===== src/rtl/mp3dec_pkg.sv =====
// -----------------------------------------------------------------------------
// mp3dec_pkg
// Shared definitions for the MP3 decoder reset/enable sequencer.
//   - seq_state_t : state codes, also used by the AHB wrapper status register
//   - DEF_*       : default sequencer timing (HCLK cycles)
//   - helpers     : per-state output decode
// -----------------------------------------------------------------------------
package mp3dec_pkg;

    typedef enum logic [2:0] {
        S_HALT   = 3'd0,
        S_FRST   = 3'd1,
        S_SETTLE = 3'd2,
        S_WAITB  = 3'd3,
        S_DREL   = 3'd4,
        S_RUN    = 3'd5,
        S_ERR    = 3'd6
    } seq_state_t;

    localparam int DEF_RST_HOLD     = 16;
    localparam int DEF_SETTLE       = 4;
    localparam int DEF_BUSY_TIMEOUT = 1024;
    localparam int DEF_RUN_DELAY    = 2;
    localparam int DEF_CNT_W        = 11;

    // FIFOs are held in reset whenever the decoder is not being brought up or running.
    function automatic logic fifo_rst_for(input seq_state_t s);
        return (s == S_HALT) || (s == S_FRST) || (s == S_ERR);
    endfunction

    // Decoder reset is released only once the FIFOs are known to be out of reset.
    function automatic logic dec_rel_for(input seq_state_t s);
        return (s == S_DREL) || (s == S_RUN);
    endfunction

    function automatic logic busy_for(input seq_state_t s);
        return (s == S_FRST) || (s == S_SETTLE) || (s == S_WAITB) || (s == S_DREL);
    endfunction

endpackage


===== src/rtl/mp3dec_seq_cnt.sv =====
// -----------------------------------------------------------------------------
// mp3dec_seq_cnt
// Clearable up-counter with terminal-count compare, used to time each
// sequencer state. Saturates at all-ones instead of wrapping.
// Ports:
//   clk_i     : clock
//   rst_ni    : async active-low reset (counter -> 0)
//   clr_i     : synchronous clear (takes priority over counting)
//   en_i      : count enable
//   tc_val_i  : terminal-count value for the current state
//   tc_o      : high while the count equals tc_val_i
// -----------------------------------------------------------------------------
module mp3dec_seq_cnt #(
    parameter int CNT_W = 11
) (
    input  logic             clk_i,
    input  logic             rst_ni,
    input  logic             clr_i,
    input  logic             en_i,
    input  logic [CNT_W-1:0] tc_val_i,
    output logic             tc_o
);

    logic [CNT_W-1:0] cnt_q;
    logic [CNT_W-1:0] cnt_d;

    always_comb begin
        cnt_d = cnt_q;
        if (clr_i) begin
            cnt_d = '0;
        end else if (en_i && (cnt_q != '1)) begin
            cnt_d = cnt_q + 1'b1;
        end
    end

    always_ff @(posedge clk_i or negedge rst_ni) begin
        if (!rst_ni) begin
            cnt_q <= '0;
        end else begin
            cnt_q <= cnt_d;
        end
    end

    assign tc_o = (cnt_q == tc_val_i);

endmodule


===== src/rtl/mp3dec_rst_seq.sv =====
// -----------------------------------------------------------------------------
// mp3dec_rst_seq
// Ordered bring-up of the MP3 decoder in the HCLK domain:
//   HALT -> FRST (hold FIFO reset) -> SETTLE -> WAITB (wait for FIFO
//   reset-busy flags) -> DREL (decoder reset released) -> RUN.
// A busy-flag timeout parks the sequencer in ERR with a sticky error.
// Ports:
//   HCLK, HRESETn     : bus clock, async active-low reset
//   start_req         : pulse, (re)run the full sequence
//   halt_req          : pulse, force held reset (wins over start_req)
//   en_req            : level, software decoder enable
//   ififo_wrrst_busy  : input FIFO write-side reset busy
//   ofifo_rdrst_busy  : output FIFO read-side reset busy
//   fifo_rst          : active-high reset to both FIFOs
//   dec_rst_n         : active-low decoder reset
//   dec_en            : decoder enable
//   seq_busy          : sequence in progress
//   seq_done          : one-cycle pulse on entry to RUN
//   seq_err           : sticky busy-flag timeout
//   seq_state         : current state code
// All outputs are registered.
// -----------------------------------------------------------------------------
module mp3dec_rst_seq
    import mp3dec_pkg::*;
#(
    parameter int RST_HOLD     = DEF_RST_HOLD,
    parameter int SETTLE       = DEF_SETTLE,
    parameter int BUSY_TIMEOUT = DEF_BUSY_TIMEOUT,
    parameter int RUN_DELAY    = DEF_RUN_DELAY,
    parameter int CNT_W        = DEF_CNT_W
) (
    input  logic       HCLK,
    input  logic       HRESETn,
    input  logic       start_req,
    input  logic       halt_req,
    input  logic       en_req,
    input  logic       ififo_wrrst_busy,
    input  logic       ofifo_rdrst_busy,
    output logic       fifo_rst,
    output logic       dec_rst_n,
    output logic       dec_en,
    output logic       seq_busy,
    output logic       seq_done,
    output logic       seq_err,
    output logic [2:0] seq_state
);

    localparam logic [CNT_W-1:0] TC_HOLD    = CNT_W'(RST_HOLD - 1);
    localparam logic [CNT_W-1:0] TC_SETTLE  = CNT_W'(SETTLE - 1);
    localparam logic [CNT_W-1:0] TC_TIMEOUT = CNT_W'(BUSY_TIMEOUT - 1);
    localparam logic [CNT_W-1:0] TC_RUN     = CNT_W'(RUN_DELAY - 1);

    seq_state_t       state_q;
    seq_state_t       state_d;
    logic [CNT_W-1:0] tc_val;
    logic             tc;
    logic             cnt_clr;
    logic             err_d;

    logic fifo_rst_q;
    logic dec_rst_n_q;
    logic dec_en_q;
    logic seq_busy_q;
    logic seq_done_q;
    logic seq_err_q;

    // Next-state decode. Commands override the per-state progression,
    // with halt taking priority over start.
    always_comb begin
        state_d = state_q;
        tc_val  = '0;
        unique case (state_q)
            S_FRST: begin
                tc_val = TC_HOLD;
                if (tc) state_d = S_SETTLE;
            end
            S_SETTLE: begin
                tc_val = TC_SETTLE;
                if (tc) state_d = S_WAITB;
            end
            S_WAITB: begin
                tc_val = TC_TIMEOUT;
                // Flags clearing on the terminal cycle still counts as success.
                if (!ififo_wrrst_busy && !ofifo_rdrst_busy) begin
                    state_d = S_DREL;
                end else if (tc) begin
                    state_d = S_ERR;
                end
            end
            S_DREL: begin
                tc_val = TC_RUN;
                if (tc) state_d = S_RUN;
            end
            default: begin
                state_d = state_q;
            end
        endcase

        if (start_req) state_d = S_FRST;
        if (halt_req)  state_d = S_HALT;

        // A restart from FRST is a re-entry, so it must clear the hold count too.
        cnt_clr = (state_d != state_q) || start_req;

        err_d = seq_err_q;
        if (start_req && !halt_req) err_d = 1'b0;
        if (state_d == S_ERR)       err_d = 1'b1;
    end

    mp3dec_seq_cnt #(
        .CNT_W (CNT_W)
    ) u_cnt (
        .clk_i    (HCLK),
        .rst_ni   (HRESETn),
        .clr_i    (cnt_clr),
        .en_i     (1'b1),
        .tc_val_i (tc_val),
        .tc_o     (tc)
    );

    // Outputs are decoded from the next state so they line up with seq_state.
    always_ff @(posedge HCLK or negedge HRESETn) begin
        if (!HRESETn) begin
            state_q     <= S_HALT;
            fifo_rst_q  <= 1'b1;
            dec_rst_n_q <= 1'b0;
            dec_en_q    <= 1'b0;
            seq_busy_q  <= 1'b0;
            seq_done_q  <= 1'b0;
            seq_err_q   <= 1'b0;
        end else begin
            state_q     <= state_d;
            fifo_rst_q  <= fifo_rst_for(state_d);
            dec_rst_n_q <= dec_rel_for(state_d);
            dec_en_q    <= (state_d == S_RUN) && en_req;
            seq_busy_q  <= busy_for(state_d);
            seq_done_q  <= (state_d == S_RUN) && (state_q == S_DREL);
            seq_err_q   <= err_d;
        end
    end

    assign fifo_rst  = fifo_rst_q;
    assign dec_rst_n = dec_rst_n_q;
    assign dec_en    = dec_en_q;
    assign seq_busy  = seq_busy_q;
    assign seq_done  = seq_done_q;
    assign seq_err   = seq_err_q;
    assign seq_state = state_q;

endmodule


===== config.mk =====
export PLATFORM = sky130hd
export DESIGN_NAME = mp3dec_rst_seq
export DESIGN_NICKNAME = d
export VERILOG_FILES = /design/src/rtl/mp3dec_pkg.sv /design/src/rtl/mp3dec_seq_cnt.sv /design/src/rtl/mp3dec_rst_seq.sv
export SDC_FILE = /design/constraint.sdc
export NUM_CORES = 1
export LEC_CHECK = 0
export CAP_MARGIN = 5
export CORE_MARGIN = 1
export CORE_UTILIZATION = 39
export CTS_BUF_LIST = sky130_fd_sc_hd__clkbuf_4 sky130_fd_sc_hd__clkbuf_8
export CTS_CLUSTER_SIZE = 14
export DETAILED_ROUTE_END_ITERATION = 8
export HOLD_SLACK_MARGIN = 0.1
export PLACE_DENSITY = 0.6
export SETUP_SLACK_MARGIN = 0.02
export SYNTH_ARGS = -nofsm -noshare
export SYNTH_HDL_FRONTEND = slang
export SYNTH_SLANG_ARGS = --single-unit

===== constraint.sdc =====
create_clock -name HCLK -period 3.82 [get_ports HCLK]
set_clock_uncertainty 0.1 [all_clocks]
set_input_delay 0.382 -clock HCLK [delete_from_list [all_inputs] [get_ports HCLK]]
set_output_delay 0.382 -clock HCLK [all_outputs]
set_load 0.1 [all_outputs]

# After elaboration in Yosys (flattened, before gate mapping)
# Index checks and enable logic that the tools add are counted.
dict set report op_classes {
  add_sub_neg 1
  multipliers 0
  div_mod_pow 0
  n_lt_le_gt_ge 0
  eq_ne 13
  shift 0
  muxes 13
  bitwise_logic 0
  n_reduce_logical 17
}
# op n
set ops {}
lappend ops {{10-bit case mux with 4 select lines} 1}
lappend ops {{11-bit 2-to-1 mux} 2}
lappend ops {{3-bit 2-to-1 mux} 7}
lappend ops {{3-bit by 2-bit == test with 1-bit output (second input constant)} 4}
lappend ops {{3-bit == test (second input constant)} 4}
lappend ops {{3-bit case mux with 4 select lines} 1}
lappend ops {{11-bit by 1-bit adder with 11-bit output (second input constant)} 1}
lappend ops {{11-bit by 10-bit == test with 1-bit output} 1}
lappend ops {{11-bit inequality test (second input constant)} 1}
lappend ops {{1-bit logical OR} 7}
lappend ops {{3-bit by 1-bit == test with 1-bit output (second input constant)} 2}
lappend ops {{1-bit logical AND} 4}
lappend ops {{2-bit nonzero test} 2}
lappend ops {{1-bit logical NOT} 3}
lappend ops {{3-bit logical NOT} 1}
lappend ops {{3-bit inequality test} 1}
lappend ops {{1-bit 2-to-1 mux} 2}
dict set report word_totals {
  ff_bits 20
  latchBits 0
  mem_bits_rw 0
  romBits 0
  inputBits 7
  word_cells 52
  n_memories 0
}

# Logic depth before layout (Yosys ltp)
# Gate-level depths: netlist of the first run.
dict set report logic_depth {
  ltp_word 12
  mapped_depth 8
  depth_no_buf 7
}

# Hierarchy
# From an unflattened synthesis of the first run, not the netlist that was laid out.
dict set report unflattened {
  hier_cells 144
  area_unflattened_um2 1383.8
}
# module n_inst cells_per_inst area_each_um2 seq_area_each_um2
set by_module_without_submodules {}
lappend by_module_without_submodules {mp3dec_seq_cnt 1 83 813.3 275.3}
lappend by_module_without_submodules {mp3dec_rst_seq 1 61 570.5 226.5}

# Worst setup path after synthesis of the first run
# No wires, ideal clock.
dict set report synth_timing {
  path_type {register to register}
  startpoint {reg state_q[2], in the netlist seq_state[2]}
  endpoint {reg u_cnt.cnt_q[2]}
  t_arrival_ps 2806
  required_ps 3647
  path_slack_ps 841
  path_stages_with_launch 8
  path_buffers 1
  period_less_slack_ps 2979
  cell_sequence {dfrtp_1 nor2b_1 a2111o_1 a2111oi_4 a211oi_2 or3_4 buf_6 a21oi_2}
}
dict set report synth_via {
  elab_chain_len 11
  elab_cells_between_ends 18
}
# item line_no
set synth_rtl {}
lappend synth_rtl {{start, declared} mp3dec_rst_seq.sv:53} ;# seq_state_t state_q;
lappend synth_rtl {{start signal, assigned} mp3dec_rst_seq.sv:132} ;# state_q <= state_d;
lappend synth_rtl {{3-bit == test (tied with other cells)} mp3dec_rst_seq.sv:72} ;# unique case (state_q)
lappend synth_rtl {{10-bit case mux with 4 select lines} mp3dec_rst_seq.sv:72}
lappend synth_rtl {{11-bit by 10-bit == test with 1-bit output} mp3dec_seq_cnt.sv:44} ;# assign tc_o = (cnt_q == tc_val_i);
lappend synth_rtl {{3-bit 2-to-1 mux} mp3dec_rst_seq.sv:86} ;# end else if (tc) begin
lappend synth_rtl {{3-bit 2-to-1 mux} mp3dec_rst_seq.sv:84} ;# if (!ififo_wrrst_busy && !ofifo_rdrst_busy) begin
lappend synth_rtl {{3-bit case mux with 4 select lines} mp3dec_rst_seq.sv:72}
lappend synth_rtl {{3-bit 2-to-1 mux} mp3dec_rst_seq.sv:99} ;# if (start_req) state_d = S_FRST;
lappend synth_rtl {{3-bit 2-to-1 mux} mp3dec_rst_seq.sv:100} ;# if (halt_req) state_d = S_HALT;
lappend synth_rtl {{3-bit inequality test (*)} mp3dec_rst_seq.sv:103} ;# cnt_clr = (state_d != state_q) || start_req;
lappend synth_rtl {{1-bit logical OR (*)} mp3dec_rst_seq.sv:103}
lappend synth_rtl {{11-bit 2-to-1 mux or 2-bit nonzero test (tied branches)} n/a}
lappend synth_rtl {{end signal, assigned} mp3dec_seq_cnt.sv:40} ;# cnt_q <= cnt_d;
lappend synth_rtl {{end, declared} mp3dec_seq_cnt.sv:24} ;# logic [CNT_W-1:0] cnt_q;
# Every way passes the cells marked *; elsewhere a longest branch is shown, timed or not.
# A chain may end at the register's enable or synchronous reset.

# Worst setup path after layout of the first run
dict set report layout_timing {
  startpoint {reg u_cnt.cnt_q[4]}
  endpoint {reg u_cnt.cnt_q[7]}
}
dict set report layout_via {
  elab_chain_len 9
  elab_cells_between_ends 16
}
# item line_no
set layout_rtl {}
lappend layout_rtl {{11-bit by 10-bit == test with 1-bit output} mp3dec_seq_cnt.sv:44}
lappend layout_rtl {{3-bit 2-to-1 mux} mp3dec_rst_seq.sv:86}
lappend layout_rtl {{3-bit 2-to-1 mux} mp3dec_rst_seq.sv:84}
lappend layout_rtl {{3-bit case mux with 4 select lines} mp3dec_rst_seq.sv:72}
lappend layout_rtl {{3-bit 2-to-1 mux} mp3dec_rst_seq.sv:99}
lappend layout_rtl {{3-bit 2-to-1 mux} mp3dec_rst_seq.sv:100}
lappend layout_rtl {{3-bit inequality test} mp3dec_rst_seq.sv:103}
lappend layout_rtl {{1-bit logical OR} mp3dec_rst_seq.sv:103}
lappend layout_rtl {{11-bit 2-to-1 mux or 2-bit nonzero test (tied branches)} n/a}
# Several ways; a longest one is shown, not always the timed one. The select of a mux whose other input is x is not followed.

==> metrics.txt, run 1 <==
CP peak stage delay 0.54 ns; Mapped Area 1280 µm²; Via Count 1047; Critical Path AT 3.09 ns; worst skew pair latency 0.30 ns; FFs w/ async S/R, synth 1.00; Int Pwr 421 µW; status finished, final reports clean; first-iteration detailed-routing DRC count 49; Initial Util 0.415; Post-synth EDFFs 0; Post-CTS Hold Fix Bufs 0; Slew @ Worst Pin 0.968 ns; CP required 3.95 ns; Core Area 3080 µm²; Detailed Route WL 2.64 mm; CTS tree yes; power per cell area 535 nW/µm²; dpl cells 187; Post-DP HPWL 1.97 mm; number of setup violations in the final report 0; setup_tns 0 ns; I/O pins 16; fraction of power consumed by the clock network 0.156; Synth Warn # 0; Critical Path End Type register; CTS root buf clkbuf_4; commonest non-fill, non-tap cell in the layout dfrtp_1; post-CTS setup buffers 0; I/O Buffers 15; syn nets 142; clock sinks 20; drt drc 0; Via density 5.48; M3 GR Usage 0.0262; die span in y 59.2 µm; Post-Syn Instances 134; clk slew on worst S/H paths 0.12 ns; # diodes 0; # rows 20; Final ANT Viol Nets 0; global placement routability congestion 0.824; vias in the first global route 1018; Global Route met2 Usage 0.300; CP top delay family compound AO/OA/AOI/OAI gates; met1 Resource Use GR 0.249; Most Crowded Layer GR met2; Synth Flop Type dfrtp_1; Total GRT Usage 0.185; max-slew violations 0; die area 3510 µm²; first-pass GRT wire length 4.81 mm; CP Max Fanout 11; Comb power frac 0.509; Worst path slowest cell a2111oi_4; initial antenna violation count 0; post_cts resized 0; CTS buffer count 3; DIE WIDTH 59.2 µm; drt pass-1 iters 6; number of max-cap violations 0; Hold WC Path Type in2async; sequential share of power 0.335; RSZ-0062 raised after global routing no; crit path buf inv count 0; critical path, cell by cell or4_1 -> a2111o_1 -> a2111oi_4 -> a211oi_2 -> or3_4 -> a21oi_2; Critical Path Source Type register; commonest cells after routing, fill and taps aside dfrtp_1 (19), clkdlybuf4s50_1 (15), nand2_1 (14), nor2_1 (11), a21oi_2 (10); Worst VDD drop 0.211 mV; share of cells above drive strength 1 0.190; sequential share of the synthesized area 0.393; Psw 365 µW; number of synthesized register bits 20; synthesized area per cell 9.52 µm²; Lkg Pwr 0.610 nW; fin nets 156; fin crit period 2.96 ns; WS Path Type reg2reg; area grow syn2layout 15.2%; period utilization 0.775; Slew headroom 0.353; post-synth cell types 46; grt ovf 0; Final Non-Filler Cells 191; H-Tree Depth 1; Sw Share 0.465; routed len/inst 13.8 µm; f_max 338 MHz; Hold Violations, Final 0; pin count of the biggest net entering global routing 21; Clock Path Buffers 2
## cells by family after synthesis
family          count (synthesis)  share of synthesized area
flops                          20                      0.393
simple gates                   55                      0.229
xor+xnor                       11                     0.0755
mux                             1                    0.00882
buf+inv                        10                     0.0549
compound gates                 36                      0.228
fa+ha+maj                       1                    0.00980
## stage by stage
stage	hold WS [ns]	worst slack, ns	util	instance area, µm²	power, mW
global route	0.513	0.678	0.478	1470	0.837
finish	0.470	0.859	0.478	1470	0.786
CTS	0.483	0.846	0.478	1470	0.795
detailed placement	0.466	0.873	0.466	1430	0.669
global placement	0.409	0.946	0.466	1430	0.664
floorplan	-0.0136	0.841	-	1280	0.603
## flip-flops by register name, summed over array words and instances (netlist names)
register and cells:
seq_state 3, dec_rst_n 1, seq_busy 1, u_cnt.cnt_q 11
seq_err 1, seq_done 1, fifo_rst 1, dec_en 1
## cells in the mapped netlist, types with 2 or more instances
master	instances	share of area
a21oi_1	7	0.027
a21oi_2	10	0.069
a31o_2	2	0.014
and3_1	4	0.020
buf_4	2	0.012
buf_6	2	0.018
clkbuf_1	2	0.0059
dfrtp_1	19	0.37
inv_1	2	0.0059
nand2_1	14	0.041
nand2b_1	4	0.020
nand3_1	6	0.024
nand4_1	3	0.015
nor2_1	11	0.032
nor3_1	2	0.0078
o211ai_1	4	0.024
o21ai_0	2	0.0078
xnor2_1	5	0.034
xor2_1	6	0.041
## area by class of cell
cell class / count / area (µm²)
Timing Repair Buffer: 17 / 165
Inverter: 2 / 7.51
Multi-Input combinational cell: 104 / 704
Tap cell: 44 / 55.1
Sequential cell: 20 / 502
Fill cell: 306 / 1610
Clock buffer: 4 / 36.3
## metal layers
metal	vias up	wire, µm
li1	509	-
met2	19	1290
met3	4	83
met5	-	0
met4	0	29
met1	515	1240
## power groups by stage
| stage | sequential [mW] | combinational (mW) | clock, mW |
|---|---|---|---|
| after floorplan | 0.341 | 0.262 | 0 |
| after global placement | 0.267 | 0.396 | 0 |
| after detailed placement | 0.267 | 0.402 | 0 |
| after CTS | 0.263 | 0.404 | 0.128 |
| after global routing | 0.268 | 0.433 | 0.136 |
| final | 0.263 | 0.400 | 0.123 |
## final timing paths
check | cells after the start | slack (ns) | from | end
worst max-delay path | 6 | 0.86 | u_cnt.cnt_q[4] | u_cnt.cnt_q[7]
worst min-delay path | 1 | 0.47 | HRESETn | dec_rst_n
worst max register to register | 6 | 0.86 | u_cnt.cnt_q[4] | u_cnt.cnt_q[7]
worst min register to register | 2 | 0.47 | seq_err | seq_err
max in group asynchronous | 1 | 2.60 | HRESETn | u_cnt.cnt_q[0]
min in group HCLK | 2 | 0.47 | seq_err | seq_err
Power figures use the tool's default switching activity.
==> run 2: changes to the inputs <==
- clock period: 3.82 -> 3 ns (I/O delays scaled with it)
==> run 2 against run 1 <==
Against the previous run: via count up 3.2%; worst hold slack worse by 0.099 ns; maximum frequency increased by 4.4%; die area is the same; critical path type unchanged; register-to-register slack worse by 0.70 ns; final area up 1.6%; combinational power increased by 37%; first-iteration DRC count decreased by 39%; clock-buffer cell count fell by 1; critical endpoint is now u_cnt.cnt_q[8].
==> metrics.txt, run 2 (synthesis gave the netlist of run 1 again) <==
Core Area 3080 µm² (unchanged); CTS buffer count 3 (unchanged); CP Max Fanout 11 (unchanged); CTS tree yes (unchanged); fin nets 160 (was 156); dpl cells 191 (was 187); die span in y 59.2 µm (unchanged); Clock Path Buffers 2 (unchanged); Setup WS post-layout 0.163 ns (was 0.859 ns); H-Tree Depth 1 (unchanged); CP required 3.13 ns (was 3.95 ns); Via density 5.54 (was 5.48); pin count of the biggest net entering global routing 21 (unchanged); area grow syn2layout 17.1% (was 15.2%); Psw 478 µW (was 365 µW); commonest non-fill, non-tap cell in the layout dfrtp_1 (unchanged); status finished, final reports clean (unchanged); Most flops, register u_cnt.cnt_q (unchanged); Via Count 1080 (was 1047); sequential share of power 0.294 (was 0.335); # rows 20 (unchanged); Slew headroom 0.413 (was 0.353); Post-CTS Hold Fix Bufs 0 (unchanged); Critical Path Source Type register (unchanged); Final ANT Viol Nets 0 (unchanged); Lkg Pwr 0.653 nW (was 0.610 nW); power per cell area 730 nW/µm² (was 535 nW/µm²); final total power 1.09 mW (was 786 µW); WS Path Type reg2reg (unchanged); Post-Place Worst Slack 0.155 ns (was 0.873 ns); DIE WIDTH 59.2 µm (unchanged); CTS root buf clkbuf_4 (unchanged); routed len/inst 13.7 µm (was 13.8 µm); worst skew pair latency 0.31 ns (was 0.30 ns); Initial Util 0.415 (unchanged); Comb power frac 0.503 (was 0.509); first-pass GRT wire length 4.63 mm (was 4.81 mm); number of max-cap violations 0 (unchanged); Critical Path End Type register (unchanged); global placement routability congestion 0.817 (was 0.824); critical path launch point u_cnt.cnt_q[4] (unchanged); initial antenna violation count 0 (unchanged); Critical Path AT 2.97 ns (was 3.09 ns); Sw Share 0.438 (was 0.465); I/O Buffers 15 (unchanged); drt drc 0 (unchanged); RSZ-0062 raised after global routing no (unchanged); reg2reg start u_cnt.cnt_q[4] (unchanged); I/O pins 16 (unchanged); grt ovf 0 (unchanged); Total GRT Usage 0.179 (was 0.185); Post-DP HPWL 2.06 mm (was 1.97 mm); fraction of power consumed by the clock network 0.203 (was 0.156); Final Non-Filler Cells 195 (was 191); drt pass-1 iters 4 (was 6); max FFs per register 11 (unchanged); clock sinks 20 (unchanged); fin crit period 2.84 ns (was 2.96 ns); clk slew on worst S/H paths 0.12 ns (about the same); setup_tns 0 ns (unchanged); fin area 1490 µm² (was 1470 µm²); Hold WC Path Type in2async (unchanged); f_max 353 MHz (was 338 MHz); number of setup violations in the final report 0 (unchanged); WHS 0.372 ns (was 0.470 ns); final core utilization 0.485 (was 0.478); Hold Violations, Final 0 (unchanged); max-slew violations 0 (unchanged); Worst VDD drop 0.257 mV (was 0.211 mV); Detailed Route WL 2.67 mm (was 2.64 mm); Cell Area, Placed 1440 µm² (was 1430 µm²); Slew @ Worst Pin 0.878 ns (was 0.968 ns); Int Pwr 613 µW (was 421 µW); commonest cells after routing, fill and taps aside dfrtp_1 (19), buf_4 (15), nand2_1 (14), nor2_1 (11), a21oi_2 (10) (was dfrtp_1 (19), clkdlybuf4s50_1 (15), nand2_1 (14), nor2_1 (11), a21oi_2 (10)); share of cells above drive strength 1 0.272 (was 0.190); first-iteration detailed-routing DRC count 30 (was 49); vias in the first global route 1020 (was 1018); # diodes 0 (unchanged); die area 3510 µm² (unchanged); period utilization 0.946 (was 0.775)
==> run 2: critical path: stages (launching register included) <==
cell and delay, ns:
dfrtp_1 0.46, or4_1 0.54, a2111o_1 0.43, a2111oi_4 0.40
a211oi_2 0.16, or3_4 0.47, a21oi_1 0.19
==> run 2: area by class of cell <==
type                    count  area, µm²
fillers                   298       1580
clock inverters             1       30.0
flip-flops and latches     20        502
well taps                  44       55.1
multi-input cells         104        704
repair buffers             21        173
clock buffers               3       22.5
inverters                   2       7.51
==> run 2: worst paths after layout <==
kind                       slack (ns)        endpoint  cells past startpoint
min reg2reg                      0.43         seq_err                      2
min                              0.37       dec_rst_n                      1
max                              0.16  u_cnt.cnt_q[8]                      6
max in group asynchronous        1.88  u_cnt.cnt_q[8]                      1
min in group HCLK                0.43         seq_err                      2
max reg2reg                      0.16  u_cnt.cnt_q[8]                      6
==> run 2: timing repair <==
action,in CTS,in global routing
resized for setup,0,0
endpoints found under the setup margin,0,11
setup buffers,0,0
==> run 2: power by group through the flow <==
stage / Clock, mW / Combinational (mW) / Sequential, mW
after floorplan: 0 / 0.334 / 0.434
after global placement: 0 / 0.543 / 0.325
after detailed placement: 0 / 0.550 / 0.327
after CTS: 0.224 / 0.551 / 0.322
after global routing: 0.240 / 0.588 / 0.324
final: 0.221 / 0.549 / 0.321
==> run 2: per-layer routing <==
layer | vias up | track usage | share of wire
li1 | 522 | - | -
met3 | 5 | 0.0284 | 0.031
met4 | 0 | 0.0884 | 0.015
met5 | - | 0 | 0
met1 | 534 | 0.221 | 0.46
met2 | 19 | 0.300 | 0.49
